[src/rtl/pipeline_hazard_ctrl_if.sv]
// Pipeline-side hazard inputs and the stage-control enables returned by the hazard controller.
// master = datapath that supplies hazard info; slave = hazard controller.
interface pipeline_hazard_ctrl_if;
   logic [4:0] id_rs;
   logic [4:0] id_rt;
   logic       id_uses_rt;
   logic [4:0] ex_rt;
   logic       ex_mem_read;
   logic       ex_branch_taken;
   logic       imem_ready;
   logic       dmem_busy;
   logic       pc_write;
   logic       if_id_write;
   logic       if_id_flush;
   logic       id_ex_bubble;
   logic       ex_mem_hold;

   modport master (
      output id_rs, id_rt, id_uses_rt, ex_rt, ex_mem_read, ex_branch_taken, imem_ready, dmem_busy,
      input  pc_write, if_id_write, if_id_flush, id_ex_bubble, ex_mem_hold
   );

   modport slave (
      input  id_rs, id_rt, id_uses_rt, ex_rt, ex_mem_read, ex_branch_taken, imem_ready, dmem_busy,
      output pc_write, if_id_write, if_id_flush, id_ex_bubble, ex_mem_hold
   );
endinterface

[src/rtl/pipeline_hazard_ctrl.sv]
// Five-stage pipeline hazard controller: load-use stalls, branch flushes, memory freezes.
// Control enables are same-cycle combinational; state, flush counter and stall count are registered.
module pipeline_hazard_ctrl #(
   parameter int FLUSH_CYCLES = 1,
   parameter int CNT_W        = 16
) (
   input  logic                  clock,
   input  logic                  reset,
   pipeline_hazard_ctrl_if.slave bus,
   output logic [1:0]            state,
   output logic [CNT_W-1:0]      stall_cycles
);

   typedef enum logic [1:0] {
      RUN     = 2'd0,
      HAZARD  = 2'd1,
      MEMWAIT = 2'd2,
      FLUSH   = 2'd3
   } state_t;

   localparam logic [2:0] FLUSH_LOAD = 3'(FLUSH_CYCLES);

   state_t           state_q, state_d;
   state_t           ret_q, ret_d;
   state_t           eff_state;
   logic [2:0]       cnt_q, cnt_d;
   logic [CNT_W-1:0] stall_q;
   logic             load_use;

   assign load_use = bus.ex_mem_read && (bus.ex_rt != 5'd0) &&
                     ((bus.ex_rt == bus.id_rs) || (bus.id_uses_rt && (bus.ex_rt == bus.id_rt)));

   // Once a freeze lifts, the retained state is evaluated in the very same cycle.
   assign eff_state = (state_q == MEMWAIT) ? ret_q : state_q;

   always_ff @(posedge clock) begin
      if (reset) begin
         state_q <= RUN;
         ret_q   <= RUN;
         cnt_q   <= 3'd0;
         stall_q <= '0;
      end else begin
         state_q <= state_d;
         ret_q   <= ret_d;
         cnt_q   <= cnt_d;
         if (!bus.pc_write && (stall_q != {CNT_W{1'b1}}))
            stall_q <= stall_q + CNT_W'(1);
      end
   end

   always_comb begin
      state_d = state_q;
      ret_d   = ret_q;
      cnt_d   = cnt_q;
      if (bus.dmem_busy) begin
         state_d = MEMWAIT;
         if (state_q != MEMWAIT)
            ret_d = state_q;
      end else begin
         case (eff_state)
            FLUSH: begin
               if (cnt_q != 3'd0)
                  cnt_d = cnt_q - 3'd1;
               state_d = (cnt_q <= 3'd1) ? RUN : FLUSH;
            end
            default: begin
               if (bus.ex_branch_taken) begin
                  cnt_d   = FLUSH_LOAD;
                  state_d = FLUSH;
               end else if (load_use) begin
                  state_d = HAZARD;
               end else if (!bus.imem_ready) begin
                  state_d = eff_state;
               end else begin
                  state_d = RUN;
               end
            end
         endcase
      end
   end

   always_comb begin
      bus.pc_write     = 1'b0;
      bus.if_id_write  = 1'b0;
      bus.if_id_flush  = 1'b0;
      bus.id_ex_bubble = 1'b0;
      bus.ex_mem_hold  = 1'b0;
      if (reset) begin
         bus.if_id_flush  = 1'b1;
         bus.id_ex_bubble = 1'b1;
      end else if (bus.dmem_busy) begin
         bus.ex_mem_hold = 1'b1;
      end else if ((eff_state == FLUSH) || bus.ex_branch_taken) begin
         bus.pc_write     = 1'b1;
         bus.if_id_flush  = 1'b1;
         bus.id_ex_bubble = 1'b1;
      end else if (load_use || !bus.imem_ready) begin
         bus.id_ex_bubble = 1'b1;
      end else begin
         bus.pc_write    = 1'b1;
         bus.if_id_write = 1'b1;
      end
   end

   assign state        = state_q;
   assign stall_cycles = stall_q;

endmodule

[src/flat_wrapper.sv]
// flat-port wrapper written by rule: the top's interface ports become plain ports
module pipeline_hazard_ctrl_flat 
#(
   parameter int FLUSH_CYCLES = 1,
   parameter int CNT_W        = 16
)
  (clock, reset, state, stall_cycles, bus_id_rs, bus_id_rt, bus_id_uses_rt, bus_ex_rt, bus_ex_mem_read, bus_ex_branch_taken, bus_imem_ready, bus_dmem_busy, bus_pc_write, bus_if_id_write, bus_if_id_flush, bus_id_ex_bubble, bus_ex_mem_hold);
  pipeline_hazard_ctrl_if bus_i ();
  input  logic clock;
  input  logic reset;
  output logic [1:0] state;
  output logic [CNT_W-1:0] stall_cycles;
  input wire logic [$bits(bus_i.id_rs)-1:0] bus_id_rs;
  input wire logic [$bits(bus_i.id_rt)-1:0] bus_id_rt;
  input wire logic [$bits(bus_i.id_uses_rt)-1:0] bus_id_uses_rt;
  input wire logic [$bits(bus_i.ex_rt)-1:0] bus_ex_rt;
  input wire logic [$bits(bus_i.ex_mem_read)-1:0] bus_ex_mem_read;
  input wire logic [$bits(bus_i.ex_branch_taken)-1:0] bus_ex_branch_taken;
  input wire logic [$bits(bus_i.imem_ready)-1:0] bus_imem_ready;
  input wire logic [$bits(bus_i.dmem_busy)-1:0] bus_dmem_busy;
  output wire logic [$bits(bus_i.pc_write)-1:0] bus_pc_write;
  output wire logic [$bits(bus_i.if_id_write)-1:0] bus_if_id_write;
  output wire logic [$bits(bus_i.if_id_flush)-1:0] bus_if_id_flush;
  output wire logic [$bits(bus_i.id_ex_bubble)-1:0] bus_id_ex_bubble;
  output wire logic [$bits(bus_i.ex_mem_hold)-1:0] bus_ex_mem_hold;
  assign bus_i.id_rs = bus_id_rs;
  assign bus_i.id_rt = bus_id_rt;
  assign bus_i.id_uses_rt = bus_id_uses_rt;
  assign bus_i.ex_rt = bus_ex_rt;
  assign bus_i.ex_mem_read = bus_ex_mem_read;
  assign bus_i.ex_branch_taken = bus_ex_branch_taken;
  assign bus_i.imem_ready = bus_imem_ready;
  assign bus_i.dmem_busy = bus_dmem_busy;
  assign bus_pc_write = bus_i.pc_write;
  assign bus_if_id_write = bus_i.if_id_write;
  assign bus_if_id_flush = bus_i.if_id_flush;
  assign bus_id_ex_bubble = bus_i.id_ex_bubble;
  assign bus_ex_mem_hold = bus_i.ex_mem_hold;
  pipeline_hazard_ctrl #(.FLUSH_CYCLES(FLUSH_CYCLES), .CNT_W(CNT_W)) u_core (.clock(clock), .reset(reset), .bus(bus_i), .state(state), .stall_cycles(stall_cycles));
endmodule
[config.mk]
export PLATFORM = sky130hd
export DESIGN_NAME = pipeline_hazard_ctrl_flat
export DESIGN_NICKNAME = d
export VERILOG_FILES = /design/src/rtl/pipeline_hazard_ctrl_if.sv /design/src/rtl/pipeline_hazard_ctrl.sv /design/src/flat_wrapper.sv
export SDC_FILE = /design/constraint.sdc
export NUM_CORES = 1
export LEC_CHECK = 0
export BUFFER_PORTS_ARGS = -buffer_cell sky130_fd_sc_hd__buf_2
export CORE_MARGIN = 2
export CORE_UTILIZATION = 45
export DETAILED_ROUTE_END_ITERATION = 6
export PLACE_DENSITY_LB_ADDON = 0.2
export RECOVER_POWER = 100
export SLEW_MARGIN = 20
export SYNTH_ARGS = -nofsm -noshare
export SYNTH_HDL_FRONTEND = slang
export SYNTH_SLANG_ARGS = --single-unit
[constraint.sdc]
create_clock -name clock -period 2.1 [get_ports clock]
set_clock_uncertainty 0.15 [all_clocks]
set_input_delay 0.42 -clock clock [delete_from_list [all_inputs] [get_ports clock]]
set_output_delay 0.42 -clock clock [all_outputs]
set_load 0.03 [all_outputs]
==> results.sh <==
export IMPL_status="finished with violations"
export IMPL_failed_checks="setup timing"
export IMPL_gp_congestion=0.781
export IMPL_r2r_start="u_core.stall_cycles[0]"
export IMPL_core_um2=3030
export IMPL_netlist_area_um2=1420
export IMPL_viasPerCell=5.31
export IMPL_area_growth_pct=50.4
export IMPL_vias=1597
export IMPL_hp_class="in2reg"
export IMPL_globalRouteTotalUtil=0.238
export IMPL_r2r_setup_slack_ns=-0.10
export IMPL_grt_setup_unrepaired="yes"
export IMPL_boundaryPins=45
export IMPL_wl_um=4030
export IMPL_async_flop_share=0
export IMPL_syn_num_nets=207
export IMPL_r2r_end="u_core.stall_cycles[1]"
export IMPL_synth_cell_types=40
export IMPL_root_buffer="clkbuf_4"
export IMPL_maxSlewHeadroom=0.751
export IMPL_crit_fanout=3
export IMPL_rr_worst_depth=9
export IMPL_drt_iter0_markers=66
export IMPL_ys_ff_latch=23
export IMPL_synth_edff_count=0
export IMPL_yosysTopAreaCellShare=0.325
export IMPL_cp_data_arrival_time_ns=1.81
export IMPL_yosysTopAreaCell="dfxtp_1"
export IMPL_peakVddDrop_v=0.000296
export IMPL_crit_start="bus_ex_rt[2]"
export IMPL_maxCapViolations=0
export IMPL_initial_core_util=0.468
export IMPL_postSynthAreaPerCell_um2=7.83
export IMPL_antenna_found_initial=0
export IMPL_overflow=0
export IMPL_grt_pass1_wl_um=6580
export IMPL_htreeDepth=1
export IMPL_ys_top_cells_by_area="dfxtp_1 (33%), a21oi_1 (7.8%), xnor2_1 (7.4%)"
export IMPL_timing_hold_violations_final=0
export IMPL_fin_util=0.703
export IMPL_post_place_cells=288
export IMPL_clock_sinks=23
export IMPL_antenna_cells=0
export IMPL_report_final_slew_viol_count=0
export IMPL_clk_pin_slew_worst_paths_ns=0.16
export IMPL_grt_pass1_vias=1485
export IMPL_end_kind="output port"
export IMPL_final_nets=284
export IMPL_die_width_um=60.1
export IMPL_setup_ws_ns=-0.279
export IMPL_whs_ns=0.168
export IMPL_criticalPathCategory="in2out"
export IMPL_synth_ff_type="dfxtp_1"
export IMPL_yosysSeqAreaShare=0.325
export IMPL_drc_errors=0
export IMPL_required_ns=1.53
export IMPL_cts_tree="done"
export IMPL_cts_buffer_depth=2
export IMPL_drtPass1Iterations=5
export IMPL_yosys_warnings=0
export IMPL_dieArea_um2=3610
export IMPL_hp_start="reset"
export IMPL_p_leak_uw=0.000783
export IMPL_cts_buffers_inserted=3
export IMPL_final_antenna_net_count=0
export IMPL_grt_max_degree=23
export IMPL_max_freq_ghz=0.420
export IMPL_powerDensity_nw_per_um2=451
export IMPL_clk_insertion_delay_late_ns=0.34
export IMPL_endpoint="bus_id_ex_bubble"
export IMPL_setup_viol=19
export IMPL_dp_hpwl_um=2740
export IMPL_wl_per_cell_um=13.4
export IMPL_port_buffers=44
export IMPL_num_rows=20
export IMPL_fin_crit_ns=2.38
export IMPL_die_height_um=60.1
export IMPL_layout_worst_path_cycle_share=1.13
export IMPL_start_kind="input pin"
export IMPL_worst_pin_slew_ns=0.375
export IMPL_final_cells=301
export IMPL_syn_inst=181
export IMPL_drive_above_1_share=0.409
[repair_timing]
action / in CTS / in global routing
hold endpoints to repair: 0 / 0
buffers inserted: 7 / 4
hold buffers: 0 / 0
endpoints found under the setup margin: 9 / 19
gates cloned: 1 / 0
pin swaps: 9 / 11
gates resized for setup: 28 / 22
[worst min-delay path by stage]
stage                                         to  slack (ns)  cells after the start
after global placement           u_core.cnt_q[2]        0.31                      2
final                     u_core.stall_cycles[6]        0.17                      2
after detailed placement         u_core.cnt_q[2]        0.33                      2
after CTS                 u_core.stall_cycles[6]        0.15                      2
after global routing      u_core.stall_cycles[6]        0.15                      2
after floorplan                  u_core.cnt_q[2]        0.30                      2
[flip-flops by register name (all words and copies together), names as in the netlist]
| signal | flops |
|---|---|
| u_core.state | 2 |
| u_core.stall_cycles | 16 |
| u_core.ret_q | 2 |
| u_core.cnt_q | 3 |
[power breakdown]
group / total, µW / internal, µW / leakage [µW] / switching (µW)
combinational: 261 / 120 / 0.000575 / 141
clock: 239 / 73.1 / 0.0000139 / 166
sequential: 460 / 450 / 0.000193 / 9.95
[cell usage in the layout, fill, tap and decap left out, types with 2 or more instances in the layout]
cell and count:
a21oi_2 5, nand3_1 5, nand2_1 19, ha_1 4
dfxtp_2 10, nand4_1 5, o21ai_0 9, dfxtp_4 3
or4_4 2, nand3_2 2, o211ai_1 3, or3_1 7
o31ai_1 6, nor2_1 14, xnor2_1 12, inv_1 8
dfxtp_1 10, and2_4 2, a21oi_1 16, nor3_4 2
and3_1 2, nor2_2 3, or4_1 4, clkbuf_1 19
buf_4 24, buf_6 14, clkbuf_4 4, buf_2 18
[layout make-up]
| cell class | count | area, µm² |
|---|---|---|
| clock buffer | 3 | 22.5 |
| inverter | 8 | 30.0 |
| fill | 241 | 898 |
| clock inverter | 1 | 7.51 |
| multi-input combinational | 145 | 1010 |
| timing repair buffer | 77 | 522 |
| sequential | 23 | 484 |
| tap | 44 | 55.1 |
[metal layers]
| layer | wire (µm) | vias up | global-route usage |
|---|---|---|---|
| li1 | - | 806 | - |
| met1 | 1780 | 735 | 0.311 |
| met5 | 0 | - | 0 |
| met2 | 2030 | 52 | 0.387 |
| met4 | 34 | 0 | 0.0984 |
| met3 | 187 | 4 | 0.0368 |
[per-stage QoR]
step                worst slack [ns]  TNS, ns  total power [µW]  cell area [µm²]
floorplan                     -0.150   -0.275               606             1480
global placement              -0.333    -3.03               681             1880
detailed placement            -0.378    -3.57               685             1880
CTS                           -0.252   -0.673               943             2060
global route                  -0.353    -4.10               993             2130
finish                        -0.279    -2.54               960             2130
[Yosys cell counts, types with 2 or more instances]
| library cell | instances |
|---|---|
| dfxtp_1 | 23 |
| a21oi_1 | 22 |
| nand2_1 | 20 |
| nor2_1 | 18 |
| xnor2_1 | 12 |
| o21ai_0 | 11 |
| inv_1 | 8 |
| or3_1 | 7 |
| nand3_1 | 6 |
| o31ai_1 | 6 |
| nand4_1 | 5 |
| or4_1 | 5 |
| ha_1 | 4 |
| nor3_1 | 3 |
| o211ai_1 | 3 |
| and3_1 | 2 |
| clkbuf_1 | 2 |
| clkbuf_8 | 2 |
[cells by family (layout without fill, tap and decap cells)]
group / Yosys count / after routing / share of synthesized area
AOI/OAI and AO/OA: 50 / 50 / 0.207
buffers and inverters: 14 / 89 / 0.0645
and+or+nand+nor: 75 / 76 / 0.273
muxes: 2 / 2 / 0.0150
adders and majority gates: 4 / 4 / 0.0353
DFF: 23 / 23 / 0.325
xor gates and xnor gates: 13 / 13 / 0.0804
[critical path, stage by stage]
cell      delay [ns]
buf_8           0.10
or4_4           0.55
o21ai_4         0.17
nor2b_2         0.07
nand2b_4        0.18
nor3_4          0.13
nor2_2          0.06
buf_6           0.13
Note: power is estimated with default switching activity, not from simulation.
